## src/rtl/imem_boot_sequencer.sv

```systemverilog
// Boot sequencer: streams a big-endian program into instruction memory behind a
// forced NOP at word 0, then releases the core from reset for a fixed cycle count.
module imem_boot_sequencer #(
   parameter int unsigned ADDR_WIDTH  = 8,
   parameter int unsigned CYCLE_WIDTH = 16,
   parameter logic [31:0] NOP_WORD    = 32'h0000_0000
) (
   input  logic                   clock,
   input  logic                   reset,
   input  logic                   start,
   input  logic                   abort,
   input  logic [ADDR_WIDTH-3:0]  load_len,
   input  logic [CYCLE_WIDTH-1:0] run_cycles,
   input  logic                   s_valid,
   input  logic [7:0]             s_byte,
   output logic                   s_ready,
   output logic                   imem_we,
   output logic [ADDR_WIDTH-1:0]  imem_addr,
   output logic [31:0]            imem_wdata,
   output logic                   core_reset,
   output logic                   mem_en,
   output logic [CYCLE_WIDTH-1:0] cycle_count,
   output logic                   busy,
   output logic                   done
);

   typedef enum logic [2:0] {S_IDLE, S_NOP_WR, S_LOAD, S_RUN, S_DONE} state_t;

   state_t                 state_q, state_d;
   logic [ADDR_WIDTH-3:0]  len_q, len_d;
   logic [ADDR_WIDTH-3:0]  ptr_q, ptr_d;
   logic [CYCLE_WIDTH-1:0] run_len_q, run_len_d;
   logic [1:0]             bidx_q, bidx_d;
   logic [23:0]            word_q, word_d;
   logic                   last_q, last_d;
   logic                   s_ready_q, s_ready_d;
   logic                   imem_we_q, imem_we_d;
   logic [ADDR_WIDTH-1:0]  imem_addr_q, imem_addr_d;
   logic [31:0]            imem_wdata_q, imem_wdata_d;
   logic                   core_reset_q, core_reset_d;
   logic                   mem_en_q, mem_en_d;
   logic [CYCLE_WIDTH-1:0] cycle_q, cycle_d;
   logic                   busy_q, busy_d;
   logic                   done_q, done_d;
   logic                   enter_exec;
   logic [CYCLE_WIDTH-1:0] cycle_nxt;

   // Outputs are computed for the state being entered, so they register alongside it.
   always_comb begin
      state_d      = state_q;
      len_d        = len_q;
      ptr_d        = ptr_q;
      run_len_d    = run_len_q;
      bidx_d       = bidx_q;
      word_d       = word_q;
      last_d       = last_q;
      s_ready_d    = s_ready_q;
      imem_we_d    = 1'b0;
      imem_addr_d  = imem_addr_q;
      imem_wdata_d = imem_wdata_q;
      core_reset_d = core_reset_q;
      mem_en_d     = mem_en_q;
      cycle_d      = cycle_q;
      busy_d       = busy_q;
      done_d       = done_q;
      enter_exec   = 1'b0;
      cycle_nxt    = cycle_q + CYCLE_WIDTH'(1);

      if (abort) begin
         if (state_q != S_IDLE) begin
            state_d      = S_IDLE;
            core_reset_d = 1'b1;
            mem_en_d     = 1'b0;
            s_ready_d    = 1'b0;
            done_d       = 1'b0;
            busy_d       = 1'b0;
            bidx_d       = '0;
         end
      end else begin
         case (state_q)
            S_IDLE, S_DONE: begin
               if (start) begin
                  len_d        = load_len;
                  run_len_d    = run_cycles;
                  state_d      = S_NOP_WR;
                  imem_we_d    = 1'b1;
                  imem_addr_d  = '0;
                  imem_wdata_d = NOP_WORD;
                  busy_d       = 1'b1;
                  done_d       = 1'b0;
                  cycle_d      = '0;
                  bidx_d       = '0;
               end
            end
            S_NOP_WR: begin
               if (len_q == '0) begin
                  enter_exec = 1'b1;
               end else begin
                  state_d   = S_LOAD;
                  s_ready_d = 1'b1;
                  ptr_d     = (ADDR_WIDTH-2)'(1);
               end
            end
            S_LOAD: begin
               if (imem_we_q) begin
                  if (last_q) enter_exec = 1'b1;
                  else        s_ready_d  = 1'b1;
               end else if (s_valid && s_ready_q) begin
                  bidx_d = bidx_q + 2'd1;
                  case (bidx_q)
                     2'd0: word_d[23:16] = s_byte;
                     2'd1: word_d[15:8]  = s_byte;
                     2'd2: word_d[7:0]   = s_byte;
                     default: begin
                        imem_we_d    = 1'b1;
                        imem_addr_d  = {ptr_q, 2'b00};
                        imem_wdata_d = {word_q, s_byte};
                        s_ready_d    = 1'b0;
                        last_d       = (ptr_q == len_q);
                        ptr_d        = ptr_q + (ADDR_WIDTH-2)'(1);
                     end
                  endcase
               end
            end
            S_RUN: begin
               cycle_d = cycle_nxt;
               if (cycle_nxt == run_len_q) begin
                  state_d      = S_DONE;
                  core_reset_d = 1'b1;
                  mem_en_d     = 1'b0;
                  done_d       = 1'b1;
                  busy_d       = 1'b0;
               end
            end
            default: state_d = S_IDLE;
         endcase

         // A zero run length goes straight to DONE without ever releasing the core.
         if (enter_exec) begin
            if (run_len_q == '0) begin
               state_d = S_DONE;
               done_d  = 1'b1;
               busy_d  = 1'b0;
            end else begin
               state_d      = S_RUN;
               core_reset_d = 1'b0;
               mem_en_d     = 1'b1;
               busy_d       = 1'b1;
            end
         end
      end
   end

   always_ff @(posedge clock) begin
      if (reset) begin
         state_q      <= S_IDLE;
         len_q        <= '0;
         ptr_q        <= '0;
         run_len_q    <= '0;
         bidx_q       <= '0;
         word_q       <= '0;
         last_q       <= 1'b0;
         s_ready_q    <= 1'b0;
         imem_we_q    <= 1'b0;
         imem_addr_q  <= '0;
         imem_wdata_q <= '0;
         core_reset_q <= 1'b1;
         mem_en_q     <= 1'b0;
         cycle_q      <= '0;
         busy_q       <= 1'b0;
         done_q       <= 1'b0;
      end else begin
         state_q      <= state_d;
         len_q        <= len_d;
         ptr_q        <= ptr_d;
         run_len_q    <= run_len_d;
         bidx_q       <= bidx_d;
         word_q       <= word_d;
         last_q       <= last_d;
         s_ready_q    <= s_ready_d;
         imem_we_q    <= imem_we_d;
         imem_addr_q  <= imem_addr_d;
         imem_wdata_q <= imem_wdata_d;
         core_reset_q <= core_reset_d;
         mem_en_q     <= mem_en_d;
         cycle_q      <= cycle_d;
         busy_q       <= busy_d;
         done_q       <= done_d;
      end
   end

   assign s_ready     = s_ready_q;
   assign imem_we     = imem_we_q;
   assign imem_addr   = imem_addr_q;
   assign imem_wdata  = imem_wdata_q;
   assign core_reset  = core_reset_q;
   assign mem_en      = mem_en_q;
   assign cycle_count = cycle_q;
   assign busy        = busy_q;
   assign done        = done_q;

endmodule
```

## config.mk

```make
export PLATFORM = sky130hd
export DESIGN_NAME = imem_boot_sequencer
export DESIGN_NICKNAME = d
export VERILOG_FILES = /design/src/rtl/imem_boot_sequencer.sv
export SDC_FILE = /design/constraint.sdc
export NUM_CORES = 1
export LEC_CHECK = 0
export ABC_CLOCK_PERIOD_IN_PS = 3200
export CAP_MARGIN = 20
export CORE_AREA = 4 4 94 131
export CTS_BUF_LIST = sky130_fd_sc_hd__clkbuf_8
export CTS_CLUSTER_SIZE = 24
export DETAILED_ROUTE_END_ITERATION = 6
export DIE_AREA = 0 0 98 135
export PLACE_DENSITY = 0.85
export SYNTH_ARGS = -nofsm -noshare
export SYNTH_HDL_FRONTEND = slang
export SYNTH_SLANG_ARGS = --single-unit
```

## constraint.sdc

```tcl
create_clock -name clock -period 3.2 [get_ports clock]
set_input_delay 0.64 -clock clock [delete_from_list [all_inputs] [get_ports clock]]
set_output_delay 0.64 -clock clock [all_outputs]
set_load 0.02 [all_outputs]
```

# --- Yosys cells after proc, flatten, opt, wreduce, memory -nomap -nowiden ---
# Cells that the tools add are included.
word_totals:
  register_bits: 120
  in_bits: 35
  out_inout_bits: 62
op_classes:
  addsub: 3
  eq_ne: 25
  n_mux: 72
  n_bitwise: 3
  n_reduce_logical: 27
op_table:
  columns: ["op", "count"]
  rows:
  - ["$mux W32", 4]
  - ["$pmux W32 S2", 1]
  - ["$mux W1", 36]
  - ["$mux W8", 4]
  - ["$pmux W16 S2", 1]
  - ["$reduce_and A5 Y1", 6]
  - ["$mux W6", 4]
  - ["$ne A4 B4 Y1 const B", 6]
  - ["$mux W3", 7]
  - ["$reduce_and A6 Y1", 3]
  - ["$add A16 B1 Y16 const B", 1]
  - ["$eq A16 B16 Y1", 1]
  - ["$logic_not A16 Y1", 1]
  - ["$mux W16", 1]
  - ["$pmux W8 S2", 1]
  - ["$ne A3 B3 Y1 const B", 5]
  - ["$pmux W3 S4", 1]
  - ["$pmux W6 S2", 1]
  - ["$mux W2", 5]
  - ["$ne A2 B2 Y1 const B", 5]
  - ["$pmux W1 S2", 5]
  - ["$reduce_bool A3 Y1", 3]
  - ["$add A6 B1 Y6 const B", 1]
  - ["$eq A3 B2 Y1 const B", 2]
  - ["other kinds (19)", 25]

# --- Depth between registers and ports, before layout ---
# Gate-level depths: netlist of run 1.
logic_depth:
  ltp_word: 7
  depth_mapped: 9
  mapped_depth_nobuf: 7

# --- Worst setup path before layout of run 1 ---
# OpenSTA, ideal clock, no wires.
synth_path:
  path_type: "flip-flop to flip-flop"
  startpoint: "reg cycle_q[0], in the netlist cycle_count[0]"
  endpoint: "reg done_q, in the netlist done"
  setup_time_ns: 0.058
  t_arrival_ns: 2.450
  required_time_ns: 3.142
  slack_ns: 0.693
  stages_incl_launch_ff: 9
  cell_sequence: "dfxtp_1 ha_1 buf_2 nand3_1 nor4_1 xnor2_1 o311ai_1 a2111oi_0 a21o_1"
synth_between:
  elab_chain_len: 7
synth_lines:
  columns: ["item", "line_no", "text"]
  rows:
  - ["from (decl)", "42", "logic [CYCLE_WIDTH-1:0] cycle_q, cycle_d;"]
  - ["from (signal assigned)", "186", "cycle_q <= cycle_d;"]
  - ["$add A16 B1 Y16 *", "67", "cycle_nxt = cycle_q + CYCLE_WIDTH'(1);"]
  - ["$eq A16 B16 Y1 *", "127", "if (cycle_nxt == run_len_q) begin"]
  - ["$mux W1 *", "127", null]
  - ["$pmux W1 S2 *", "80", "case (state_q)"]
  - ["$mux W1", "140", "if (run_len_q == '0) begin"]
  - ["$mux W1 *", "139", "if (enter_exec) begin"]
  - ["$mux W1 *", "69", "if (abort) begin"]
  - ["to (signal assigned)", "188", "done_q <= done_d;"]
  - ["to (decl)", "44", "logic done_q, done_d;"]
# Every way passes the cells marked *; elsewhere a longest branch is shown, timed or not.
# A chain may end at the register's enable or synchronous reset.

# --- Worst setup path in the final report of run 1 ---
# Ends and elaborated chain as after synthesis.

==> results.md, run 1 <==
* Largest net degree at the start of global routing at 58
* Total CTS buffers at 17
* Reg2reg setup slack at between 0.4 and 0.5 ns
* Ports at between 90 and 100
* Slew Limit Fails at 0
* Nets at around 800
* Post-CTS Setup Inserts at 0
* CP Launch Type: register
* Ranking of synthesized cells by area: dfxtp_1, a21oi_1, nand2_1
* Maximum VDD drop at 0.306 mV
* Hold Path Origin: imem_wdata[10]
* Synth cell types at 57
* Post-CTS Hold Buffers at 0
* PortBufs at 94
* Cells resized by post-CTS repair at 0
* First-pass GRT wire length at between 20000 and 25000 um
* Core Area at between 0.01 and 0.015 mm2
* CTS root buffer: clkbuf_8
* Hold Slack at ~0.45 ns
* Placed cells at 901
* Vias per inst at 5.61
* Cell row count at 46
* Post-route ant nets at 0
* Met2 Use GR at 0.395
* WP data arrival at between 3 and 4 ns
* Hold Crit Depth at 2
* Hold Crit Class: reg2reg
* Critical path peak fanout at 9
* P_int at about 2.3 mW
* R2R depth at 7
* Synth async-reset ratio at 0
* Iteration-0 DRC Markers at just under 200
* Post-synthesis sequential area ratio at 0.433
* WHS Endpoint: imem_wdata[10]
* Static leakage at 2.32 nW
* Count of final setup violators at 0
* Switch share at 0.263
* Most frequent cell after synthesis: nand2_1
* Switch Pwr at slightly above 0.8 mW
* Die W at approximately 98 um
* DRC violations left at 0
* Final critical-path share of the clock period at 0.868
* Largest area contributor in the netlist: dfxtp_1
* Slew headroom at 0.495
* Area grow syn2layout at 25.9%
* Grt ovf at 0
* Worst setup EP type: register
* #FFs+latches synth at around 120
* Initial Utilization at 0.486
* Avg WL per Cell at ~15 um
* Area post-placement at around 0.0065 mm2
* Post-Route WL at roughly 14000 um
* Filler instances at 1019
* Setup tns final at 0 ns
* Grt met3 use at 0.0574
* Fraction of layout instances using a drive strength above 1 at 0.0786
* HPWL after DPL at 10000 um
* YS warnings at 0
* Final min period at between 2 and 3 ns
* RSZ-0062 raised after global routing: no
* Top post-synthesis cells by count: nand2_1, dfxtp_1, a21oi_1
* Combinational power share at 0.075
* Number of synthesized flops with an enable pin at 0
* Final cell count without fillers at roughly 930
* Overall Power at approximately 3.1 mW
* H-tree levels at 4
* R2r endpoint: done
* Top_reg_cell synth: dfxtp_1
* Met1 Track Usage GR at 0.244
* Tightest Pin Transition at between 0.7 and 0.8 ns
* Worst flop-to-flop path startpoint: cycle_count[0]
* Skew final at about 0.013 ns
* Max frequency at approximately 0.36 GHz
* Power density cells at between 400 and 500 mW/mm2
* Top-area cell type share of the netlist area at 0.433
* Post-Layout Inst Area at 0.00687 mm2
* Setup Crit Path Kind: reg2reg
* Vias at around 5200
* Synthesized area per cell at between 7 and 8 um2
* Worst-Skew Late Latency at between 0.4 and 0.5 ns
* Pre-Repair DR Iteration Count at 5
* Status: finished, final reports clean
* Post-Synthesis Cells at 703
* DIE AREA at 0.0132 mm2
* Die Ht at around 140 um
* CTS Buffer Depth at 2
* Max Cap Viol at 0
* Clk slew on worst S/H paths at approximately 0.07 ns
* Ant diodes at 0
* GRT busiest layer: met2
* Overall Global Routing Usage at 0.222
* Initial antenna violation count at 0
* Vias in the first global route at ~5100
* Clock network power share at 0.441
* Clk sinks at roughly 120
* Reg power frac at 0.484
* Crit path required time at approximately 3.6 ns
* CTS tree: done
* Final hold vios at 0
* Mapped cell area at roughly 0.0055 mm2
* Routability cong. at 0.906
==> cell families (layout without fill, tap and decap cells) <==
| logic type | Yosys count | count (layout) | share of synthesized area |
|---|---|---|---|
| simple gates | 315 | 315 | 0.278 |
| compound gates | 165 | 165 | 0.170 |
| flops | 118 | 118 | 0.433 |
| buf+inv | 62 | 147 | 0.0463 |
| xor+xnor | 32 | 32 | 0.0514 |
| fa+ha+maj | 6 | 6 | 0.0138 |
| mux | 4 | 4 | 0.00734 |
| other cells | 1 | 2 | 0.000687 |
==> through the flow <==
stage                     worst slack (ns)   util
after floorplan                      0.693      -
after global placement               0.583  0.576
after detailed placement             0.464  0.576
after CTS                            0.439  0.612
after global routing                 0.128  0.612
final                                0.421  0.612
==> worst max-delay path, stage by stage, from the launching register on <==
cell	delay (ns)
dfxtp_1	0.47
ha_1	0.36
nand3_1	0.29
nor4_1	0.58
xnor2_1	0.18
o311ai_1	0.24
a2111oi_0	0.44
a21o_1	0.17
==> flip-flops by register name (all words and copies together), names as in the netlist, 2 cells and up <==
name,count
len_q,6
run_len_q,16
cycle_count,16
state_q,3
imem_wdata,32
bidx_q,2
ptr_q,6
word_q,24
imem_addr,6
==> per-layer routing <==
layer | wire (um) | vias up
li1 | - | 2601
met1 | 5640 | 2450
met2 | 7610 | 161
met3 | 883 | 22
met4 | 316 | 0
met5 | 0 | -
==> how the worst max path moves through the flow <==
| stage | start | to | cells past startpoint |
|---|---|---|---|
| after floorplan | cycle_count[0] | done | 8 |
| after global placement | cycle_count[0] | done | 7 |
| after detailed placement | cycle_count[0] | done | 7 |
| after CTS | cycle_count[0] | done | 7 |
| after global routing | cycle_count[0] | done | 7 |
| final | cycle_count[0] | done | 7 |
==> layout make-up <==
class                   count  area [um2]  share of cell area
clock buffers              17         234              0.0341
repair buffers            108        1040               0.152
multi-input cells         524        2860               0.416
inverters                   7        26.3             0.00383
well taps                 144         180              0.0262
flip-flops and latches    118        2360               0.344
clock inverters            15         168              0.0244
==> cells in the final DEF (no fill, tap or decap), types with 4 or more instances in the layout <==
cell type and instances:
nand2_1 126, dfxtp_1 118, a21oi_1 114, clkdlybuf4s50_1 93, nand3_1 73, nor2_1 38
o21ai_0 23, xnor2_1 18, clkbuf_8 17, buf_4 15, xor2_1 14, nor3_1 10
nor4_1 10, nand4_1 9, inv_1 7, or3_1 7, a31oi_1 6, ha_1 6
nand2b_1 5, inv_6 5, nand4b_1 4, nand3b_1 4, mux2i_1 4, and3_1 4
clkinv_4 4
==> power groups by stage <==
stage	clock network [mW]	logic (mW)	registers (mW)
floorplan	0	0.138	1.54
global placement	0	0.232	1.54
detailed placement	0	0.233	1.54
CTS	1.40	0.234	1.51
global route	1.47	0.254	1.51
finish	1.37	0.234	1.51
No activity file was read; power rests on OpenSTA's default activity.
==> inputs of run 2 (changes only) <==
Settings changed: CTS_CLUSTER_SIZE 24 to not set.
==> results of run 2 <==
Same layout as run 1: the final DEF is identical, and so are final timing and power.
==> inputs of run 3 (changes only) <==
Settings changed: GPL_TIMING_DRIVEN set to 0, SETUP_SLACK_MARGIN set to 0.5.
==> run 3 against run 2 <==
Clock skew decreased by 0.0011 ns. Clock power is 4% higher. Utilization grew 1.4 points. Critical path type unchanged. Cell area is 2.3% higher. Highest routed layer unchanged. Global-route usage is 1.5 points higher. Largest cell class unchanged. Critical endpoint unchanged. Sequential share of layout area fell by 0.77 points. Non-clock buffer count grew 40.
==> results.md, run 3 (same netlist as run 1, synthesis figures left out) <==
* Ant diodes at 0 (unchanged)
* Tightest Pin Transition at 0.907 ns (was 0.746 ns)
* Slew headroom at 0.389 (was 0.495)
* Initial antenna violation count at 0 (unchanged)
* Static leakage at 2.40 nW (was 2.32 nW)
* Place WS at 0.149 ns (was 0.464 ns)
* Commonest non-fill, non-tap cell in the layout: nand2_1 (unchanged)
* First-pass GRT wire length at 25300 um (was 23900 um)
* Final critical-path share of the clock period at 0.804 (was 0.868)
* Initial Utilization at 0.486 (unchanged)
* Avg WL per Cell at 16.1 um (was 15.5 um)
* Die W at 98 um (unchanged)
* Final Core Density at 0.626 (was 0.612)
* Routability cong. at 0.954 (was 0.906)
* DRC violations left at 0 (unchanged)
* Met1 Track Usage GR at 0.257 (was 0.244)
* Overall Global Routing Usage at 0.237 (was 0.222)
* CP Launch Type: register (unchanged)
* Filler instances at 975 (was 1019)
* Setup Crit Path Kind: reg2reg (unchanged)
* Largest net degree at the start of global routing at 17 (was 58)
* CTS tree: done (unchanged)
* Post-CTS Setup Inserts at 0 (unchanged)
* Max frequency at 0.389 GHz (was 0.360 GHz)
* Max Cap Viol at 0 (unchanged)
* Met2 Use GR at 0.427 (was 0.395)
* Crit path required time at 3.59 ns (was 3.58 ns)
* Hold Slack at 0.451 ns (about the same)
* Worst setup EP type: register (unchanged)
* Vias per inst at 5.68 (was 5.61)
* Count of final setup violators at 0 (unchanged)
* Critical path peak fanout at 9 (unchanged)
* Fraction of layout instances using a drive strength above 1 at 0.0832 (was 0.0786)
* Ports at 97 (unchanged)
* Total CTS buffers at 17 (unchanged)
* Area grow syn2layout at 28.9% (was 25.9%)
* Area post-placement at 0.00657 mm2 (was 0.00647 mm2)
* CTS Buffer Depth at 2 (unchanged)
* Nets at 857 (was 817)
* PnR worst setup slack at 0.629 ns (was 0.421 ns)
* Skew final at 0.0121 ns (was 0.0132 ns)
* Clk slew on worst S/H paths at 0.08 ns (was 0.07 ns)
* Power density cells at 453 mW/mm2 (about the same)
* Core Area at 0.0112 mm2 (unchanged)
* Cell row count at 46 (unchanged)
* Maximum VDD drop at 0.320 mV (was 0.306 mV)
* CTS root buffer: clkbuf_8 (unchanged)
* Hold Crit Class: reg2reg (unchanged)
* Setup tns final at 0 ns (unchanged)
* Most frequent cells in the layout: nand2_1, dfxtp_1, a21oi_1, clkdlybuf4s50_1, nand3_1 (unchanged)
* Hold Path Origin: imem_wdata[10] (unchanged)
* PortBufs at 93 (was 94)
* Vias in the first global route at 5424 (was 5065)
* Post-Route WL at 15700 um (was 14500 um)
* Grt ovf at 0 (unchanged)
* Crit path from: cycle_count[1] (was cycle_count[0])
* Slew Limit Fails at 0 (unchanged)
* HPWL after DPL at 11200 um (was 10000 um)
* WP data arrival at 2.96 ns (was 3.16 ns)
* DIE AREA at 0.0132 mm2 (unchanged)
* H-tree levels at 4 (unchanged)
* Die Ht at 135 um (unchanged)
* Post-Layout Inst Area at 0.00703 mm2 (was 0.00687 mm2)
* Status: finished, final reports clean (unchanged)
* GRT busiest layer: met2 (unchanged)
* Vias at 5526 (was 5234)
* Worst flop-to-flop path startpoint: cycle_count[1] (was cycle_count[0])
* RSZ-0062 raised after global routing: yes (was no)
* Final hold vios at 0 (unchanged)
* Iteration-0 DRC Markers at 400 (was 196)
* Clk sinks at 118 (unchanged)
* Worst-Skew Late Latency at 0.45 ns (was 0.44 ns)
* Grt met3 use at 0.0486 (was 0.0574)
* Number of flip-flops in the largest register at 32 (unchanged)
* Pre-Repair DR Iteration Count at 5 (unchanged)
* Final min period at 2.57 ns (was 2.78 ns)
* Post-route ant nets at 0 (unchanged)
## run 3: final timing paths
path | to | slack, ns | cells after the start
worst max register to register | done | 0.63 | 8
worst min register to register | imem_wdata[10] | 0.45 | 2
worst min-delay path | imem_wdata[10] | 0.45 | 2
worst max-delay path | done | 0.63 | 8
## run 3: timing repair
| action | 4_1_cts | 5_1_grt |
|---|---|---|
| hold buffers | 0 | 0 |
| endpoints found under the setup margin | 5 | 34 |
| gates resized for setup | 2 | 18 |
| pin swaps | 0 | 0 |
## run 3: through the flow
stage / total power, mW / cells
after detailed placement: 1.78 / 941
after global placement: 1.78 / 941
after CTS: 3.18 / 973
after floorplan: 1.67 / 704
after global routing: 3.27 / 973
final: 3.18 / 973
## run 3: per-layer routing
layer / routed length (um) / vias up / part of all wire
met5: 0 / - / 0
met4: 648 / 0 / 0.041
met3: 1010 / 51 / 0.064
met2: 8060 / 239 / 0.51
met1: 5980 / 2554 / 0.38
li1: - / 2682 / -
## run 3: layout make-up
type                            instances  area (um2)  area share
Multi-Input combinational cell        524        2880       0.410
Sequential cell                       118        2360       0.336
Timing Repair Buffer                   93         931       0.132
Clock buffer                           18         248      0.0352
Buffer                                 55         234      0.0333
Tap cell                              144         180      0.0256
Clock inverter                         14         165      0.0235
Inverter                                7        26.3     0.00374
## run 3: critical path, cell delays in order, from the launching register on
cell and delay, ns:
dfxtp_1 0.44, ha_1 0.19, buf_2 0.20, nand3_2 0.23
o21ai_1 0.28, nor4bb_1 0.38, o311ai_2 0.21, a2111oi_0 0.42
a21o_1 0.16
## run 3: where the power goes
group	internal [mW]	switching (mW)
sequential	1.48	0.0196
combinational	0.0999	0.152
clock	0.734	0.693
